--- src/rtl/mem_port_arbiter.sv ---
// Round-robin arbiter sharing one main-memory port between the I-cache
// refill requester (port 0) and the D-cache refill/write-back requester
// (port 1). Each grant moves one whole cache line as LINE_WORDS beats.
module mem_port_arbiter #(
    parameter int ADDR_W     = 32,
    parameter int DATA_W     = 32,
    parameter int LINE_WORDS = 4
) (
    input  logic                          clk_i,
    input  logic                          rst_i,
    input  logic                          ic_req_i,
    input  logic [ADDR_W-1:0]             ic_addr_i,
    output logic                          ic_rvalid_o,
    output logic                          ic_done_o,
    input  logic                          dc_req_i,
    input  logic                          dc_we_i,
    input  logic [ADDR_W-1:0]             dc_addr_i,
    input  logic [DATA_W-1:0]             dc_wdata_i,
    output logic                          dc_rvalid_o,
    output logic                          dc_done_o,
    output logic [DATA_W-1:0]             rdata_o,
    output logic [$clog2(LINE_WORDS)-1:0] beat_o,
    output logic                          owner_o,
    output logic                          busy_o,
    output logic                          mem_req_o,
    output logic                          mem_we_o,
    output logic [ADDR_W-1:0]             mem_addr_o,
    output logic [DATA_W-1:0]             mem_wdata_o,
    input  logic                          mem_ack_i,
    input  logic [DATA_W-1:0]             mem_rdata_i
);

    localparam int BEAT_W  = $clog2(LINE_WORDS);
    localparam int BYTE_SH = $clog2(DATA_W / 8);
    // Byte-offset bits inside a line; cleared to form the aligned base.
    localparam logic [ADDR_W-1:0] OFF_MASK = ADDR_W'(LINE_WORDS * (DATA_W / 8) - 1);
    localparam logic [BEAT_W-1:0] LAST_BEAT = BEAT_W'(LINE_WORDS - 1);

    typedef enum logic [1:0] {
        ST_IDLE = 2'd0,
        ST_XFER = 2'd1,
        ST_DONE = 2'd2
    } state_t;

    state_t              state_r, state_s;
    logic [BEAT_W-1:0]   beat_r, beat_s;
    logic                owner_r, owner_s;
    logic                last_owner_r, last_owner_s;
    logic                we_r, we_s;
    logic [ADDR_W-1:0]   base_r, base_s;
    logic                grant_port_s;
    logic [ADDR_W-1:0]   grant_addr_s;

    // Pick the port to grant: on a tie the port that did not go last wins.
    always_comb begin
        grant_port_s = 1'b0;
        if (ic_req_i && dc_req_i) begin
            grant_port_s = ~last_owner_r;
        end else if (dc_req_i) begin
            grant_port_s = 1'b1;
        end else begin
            grant_port_s = 1'b0;
        end
        grant_addr_s = (grant_port_s ? dc_addr_i : ic_addr_i) & ~OFF_MASK;
    end

    // State register and latched burst context; last_owner resets to the
    // D-cache so the I-cache wins the first tie.
    always_ff @(posedge clk_i) begin
        if (rst_i) begin
            state_r      <= ST_IDLE;
            beat_r       <= '0;
            owner_r      <= 1'b0;
            last_owner_r <= 1'b1;
            we_r         <= 1'b0;
            base_r       <= '0;
        end else begin
            state_r      <= state_s;
            beat_r       <= beat_s;
            owner_r      <= owner_s;
            last_owner_r <= last_owner_s;
            we_r         <= we_s;
            base_r       <= base_s;
        end
    end

    // Next-state logic and all port outputs for the current state.
    always_comb begin
        state_s      = state_r;
        beat_s       = beat_r;
        owner_s      = owner_r;
        last_owner_s = last_owner_r;
        we_s         = we_r;
        base_s       = base_r;
        ic_rvalid_o  = 1'b0;
        ic_done_o    = 1'b0;
        dc_rvalid_o  = 1'b0;
        dc_done_o    = 1'b0;
        rdata_o      = '0;
        busy_o       = 1'b0;
        mem_req_o    = 1'b0;
        mem_we_o     = 1'b0;
        mem_addr_o   = '0;
        mem_wdata_o  = '0;
        beat_o       = beat_r;
        owner_o      = owner_r;

        case (state_r)
            ST_IDLE: begin
                if (ic_req_i || dc_req_i) begin
                    owner_s = grant_port_s;
                    base_s  = grant_addr_s;
                    we_s    = grant_port_s & dc_we_i;
                    beat_s  = '0;
                    state_s = ST_XFER;
                end else begin
                    state_s = ST_IDLE;
                end
            end
            ST_XFER: begin
                mem_req_o   = 1'b1;
                busy_o      = 1'b1;
                mem_we_o    = we_r;
                mem_addr_o  = base_r + (ADDR_W'(beat_r) << BYTE_SH);
                // The D-cache presents the word selected by beat_o.
                mem_wdata_o = dc_wdata_i;
                if (mem_ack_i) begin
                    if (!we_r) begin
                        rdata_o     = mem_rdata_i;
                        ic_rvalid_o = ~owner_r;
                        dc_rvalid_o = owner_r;
                    end else begin
                        rdata_o     = '0;
                    end
                    // Power-of-two line length: the increment wraps to 0.
                    beat_s = beat_r + BEAT_W'(1);
                    if (beat_r == LAST_BEAT) begin
                        state_s = ST_DONE;
                    end else begin
                        state_s = ST_XFER;
                    end
                end else begin
                    state_s = ST_XFER;
                end
            end
            ST_DONE: begin
                busy_o       = 1'b1;
                ic_done_o    = ~owner_r;
                dc_done_o    = owner_r;
                last_owner_s = owner_r;
                state_s      = ST_IDLE;
            end
            default: begin
                state_s = ST_IDLE;
                beat_s  = '0;
            end
        endcase
    end

endmodule

--- config.mk ---
export PLATFORM = sky130hd
export DESIGN_NAME = mem_port_arbiter
export DESIGN_NICKNAME = d
export VERILOG_FILES = /design/src/rtl/mem_port_arbiter.sv
export SDC_FILE = /design/constraint.sdc
export NUM_CORES = 1
export LEC_CHECK = 0
export CORE_AREA = 2 2 94 96
export DETAILED_ROUTE_END_ITERATION = 8
export DIE_AREA = 0 0 96 98
export PLACE_DENSITY = 0.83
export SLEW_MARGIN = 20
export SYNTH_ARGS = -nofsm -noshare
export SYNTH_HDL_FRONTEND = slang
export SYNTH_SLANG_ARGS = --single-unit
--- constraint.sdc ---
create_clock -name clk_i -period 2 [get_ports clk_i]
set_input_delay 0.5 -clock clk_i [delete_from_list [all_inputs] [get_ports clk_i]]
set_output_delay 0.5 -clock clk_i [all_outputs]
set_load 0.02 [all_outputs]
After elaboration in Yosys (flattened, before gate mapping)
Cells that the tools add are included.
W data, S select, Z words.
Word-level totals
  flip-flop bits (word level): 35
  input bits: 134
  output and inout port bits: 106
  logic and storage cells: 49
Operators by class
  add/subtract/negate cells: 2
  equality and inequality tests: 5
  muxes and demuxes: 26
  bitwise operators: 4
  reductions and logical operators: 6
Operators by type and width (number)
  $mux W32: 6
  $add A32 B4 Y32: 1
  $mux W1: 14
  $mux W2: 4
  $pmux W2 S3: 1
  $eq A2 B2 Y1 const B: 2
  $ne A2 B2 Y1 const B: 2
  $pmux W2 S2: 1
  $not A1 Y1: 3
  $reduce_and A3 Y1: 1
  $add A2 B1 Y2 const B: 1
  $eq A2 B1 Y1 const B: 1
  $logic_not A2 Y1: 1
  $reduce_and A2 Y1: 1
  $reduce_or A2 Y1: 1
  $and A1 B1 Y1: 1
  $logic_and A1 B1 Y1: 1
  $logic_or A1 B1 Y1: 1

Depth between registers and ports, before layout
  depth in word-level cells: 4
  mapped depth: 7
  mapped depth without buffers: 5

Worst setup path after synthesis
No wires, ideal clock.
  path type: register -> output
  from: reg state_r[1]
  to: out rdata_o[0]
  data arrival time: 1487 ps
  required time: 1500 ps
  setup slack: 13 ps
  cell stages (with the launch flop): 7
  path buffers: 1
  cell sequence: dfxtp_1 -> inv_1 -> ha_1 -> nand2_1 -> nor2_1 -> clkbuf_1 -> and2_1
On the way
  cells in the longest elaborated chain, start to end: 2
Ends and longest elaborated chain
  from (decl): line 45  | state_t state_r, state_s;
  from (signal assigned): line 78  | state_r <= state_s;
  $eq A2 B1 Y1: line 108  | case (state_r)
  $mux W32: line 108
  to (decl): line 21  | output logic [DATA_W-1:0] rdata_o,
Every way passes these cells.

Worst setup path after layout
  from: reg state_r[1]
  to: out rdata_o[14]
The elaborated chain is that of the path after synthesis.

==> impl_metrics.toml <==
[job]
maxCapViolations = 0

[sta]
final.hold.worst_slack_ns = 0.527
finalClockSkew_ns = 0.00710
setup_viol = 30
post-route-worst-setup-slack_ns = -0.105
rsz0062_at_grt = "yes"
timing_worst_slew_pin_value_ns = 0.614
finalHoldViolations = 0
final_critical_path_share_of_the_clock_period_pct = 105
slew_headroom_pct = 59.0
timing.final.max_slew_violations = 0
finalCriticalPeriod_ns = 2.10
max_clock_freq_mhz = 475

[layout]
antenna_cells_inserted = 0
mostFrequentLayoutCell = "clkdlybuf4s50_1"
design.final.nets = 680
layout-drive-gt1-share_pct = 33.9
area_delta_synth_final_pct = 111
finalCoreUtilization_pct = 55.9
mostFrequentLayoutCells = "127 x clkdlybuf4s50_1, 63 x and2_1, 49 x a21oi_1"

[setup_path]
timing.critical_path.from_type = "flip-flop"
setup.worst_path.end_class = "output port"
crit_path_dat_ns = 1.60
setup.worst_path.class = "reg -> out"
cp.required_ns = 1.50
worstPathMaxFanout = 6

[power]
ir_drop_v = 0.000353
p_clk_share_pct = 23.9
cellInternalPower_uw = 1570
power.net_switching_uw = 768
power.density_cell_area_nw_per_um2 = 494
cellLeakagePower_uw = 0.00218
swShare_pct = 32.9
comb_power_share_pct = 42.2
p_seq_share_pct = 33.9

[placed_design]
hpwl_um = 7490
gp_congestion = 0.778
port_buffers = 229

[route]
drt_pass1_iterations = 4
route.antenna.remaining_nets = 0
drt_drc_violations_left = 0
drt-total-wl_um = 10300
dr_total_vias = 3029
routed_via_density = 4.65
detailedRoute.firstIterationViolations = 61
avg_wl_per_cell_um = 15.9

[logic_synthesis]
synth_warn = 0
postSynthRegisterBits = 35
synth_sequential_area_ratio_pct = 31.2
syn-mean-instance-area_um2 = 7.33
syn_area_um2 = 2240
synthesized_instance_count = 306
yosys.cell_types.count = 30

[cts]
htreeDepth = 2
clock-root-buffer = "clkbuf_8"
insertion_delay_ns = 0.29
clockBufferDepth = 2
clock_transition_time_at_the_flip_flop_clock_pins_of_the_worst_setup_and_hold_paths_ns = 0.07
postCtsHoldBufs = 0
cts_tree = "done"
clock-sinks = 35
cts_made_buffers = 5

[grt]
first_global_vias = 3008
grt_max_degree = 37
met2_usage_pct = 36.2
groute.layer.met3.usage_pct = 5.86
grt_use_total_pct = 20.4
grt_first_pass_wirelength_um = 15100
grt_busiest_layer = "met2"
antenna_found_initial = 0
groute.layer.met1.usage_pct = 23.3
gr-total-overflow = 0

[floorplan]
start_util_pct = 26.5
floorplan.rows = 34
chipWidth_um = 96
total_core_area_um2 = 8470
ios = 240
die_h_um = 98
dieArea_um2 = 9410

[run_status]
status = "complete, but fails checks"
violations = "negative setup slack"

[worst_hold_path]
hold_path.class = "reg -> reg"
-- metal layers --
metal,wire (um),vias up
met5,0,-
met4,216,0
met3,1020,17
met2,5120,159
met1,3980,1382
li1,-,1471
-- worst max-delay path: stages (launching register included) --
cell	delay, ns
dfxtp_2	0.33
inv_2	0.07
ha_4	0.16
nand2_4	0.06
nor2_4	0.18
buf_6	0.16
buf_12	0.11
and2_4	0.13
buf_6	0.11
-- state kept, by name, indices dropped and copies added (netlist names) --
name / count
state_r: 2
base_r: 28
beat_o: 2
last_owner_r: 1
we_r: 1
owner_o: 1
-- layout make-up --
type                       instances  area, um2
fill                             774       3730
timing repair buffer             255       2280
multi-input combinational        241       1510
sequential                        35        703
tap                              108        135
clock buffer                       7       86.3
inverter                           4       15.0
clock inverter                     1       8.76
-- cells by family (layout without fill, tap and decap cells) --
family	after synthesis	count (layout)	share of synthesized area, %
AO/OA/AOI/OAI	96	96	24.1
adder cells (fa/ha/maj)	4	4	2.23
buffers and inverters	31	267	7.42
flip-flops	35	35	31.2
other	1	2	0.167
AND/OR/NAND/NOR	139	139	34.9
-- stage by stage --
step / power [uW] / cell area, um2 / instances / setup slack (ns) / setup TNS [ns]
6_report: 2340 / 4740 / 651 / -0.105 / -1.38
5_1_grt: 2470 / 4740 / 651 / -0.172 / -3.49
4_1_cts: 2370 / 4990 / 649 / -0.122 / -2.14
3_5_place_dp: 1770 / 4670 / 633 / -0.737 / -33.69
3_3_place_gp: 1750 / 4670 / 633 / -0.673 / -30.63
2_1_floorplan: 1230 / 2250 / 307 / 0.0128 / 0
-- synth_stat cells, drive strengths merged --
master,count,share of area [%]
buf,9,3.3
nand3b,1,0.33
o21a,1,0.33
a211o,1,0.39
dfxtp,35,31
a32oi,1,0.39
clkbuf,18,3.5
inv,4,0.67
a21bo,1,0.45
nor2,5,0.84
nor3,1,0.22
nor3b,2,0.67
a22oi,1,0.33
o21ai,30,6.7
conb,1,0.17
o31ai,1,0.33
o311ai,2,0.78
and2,97,27
a21boi,1,0.33
or3,1,0.28
nor2b,1,0.28
a21oi,57,14
nand2,31,5.2
ha,4,2.2
-- power groups by stage --
stage               registers [uW]  clock network, uW  logic [uW]
finish                         792                560         987
CTS                            791                575        1000
global route                   800                613        1060
detailed placement             805                  0         963
floorplan                      799                  0         428
global placement               802                  0         950
-- final timing paths --
| check | end | start | slack, ns | cells past startpoint |
|---|---|---|---|---|
| hold reg to reg | base_r[16] | base_r[16] | 0.53 | 2 |
| hold / removal | base_r[16] | base_r[16] | 0.53 | 2 |
| setup / recovery | rdata_o[14] | state_r[1] | -0.10 | 8 |
| setup reg to reg | beat_o[1] | state_r[1] | 0.35 | 6 |
-- repair_timing --
item | in CTS | in global routing
cloned | 4 | 0
hold endpoints to repair | 0 | 0
pin swaps | 28 | 6
setup buffers | 4 | 3
gates resized for setup | 433 | 75
endpoints found under the setup margin | 101 | 90
No activity file was read; power rests on OpenSTA's default activity.
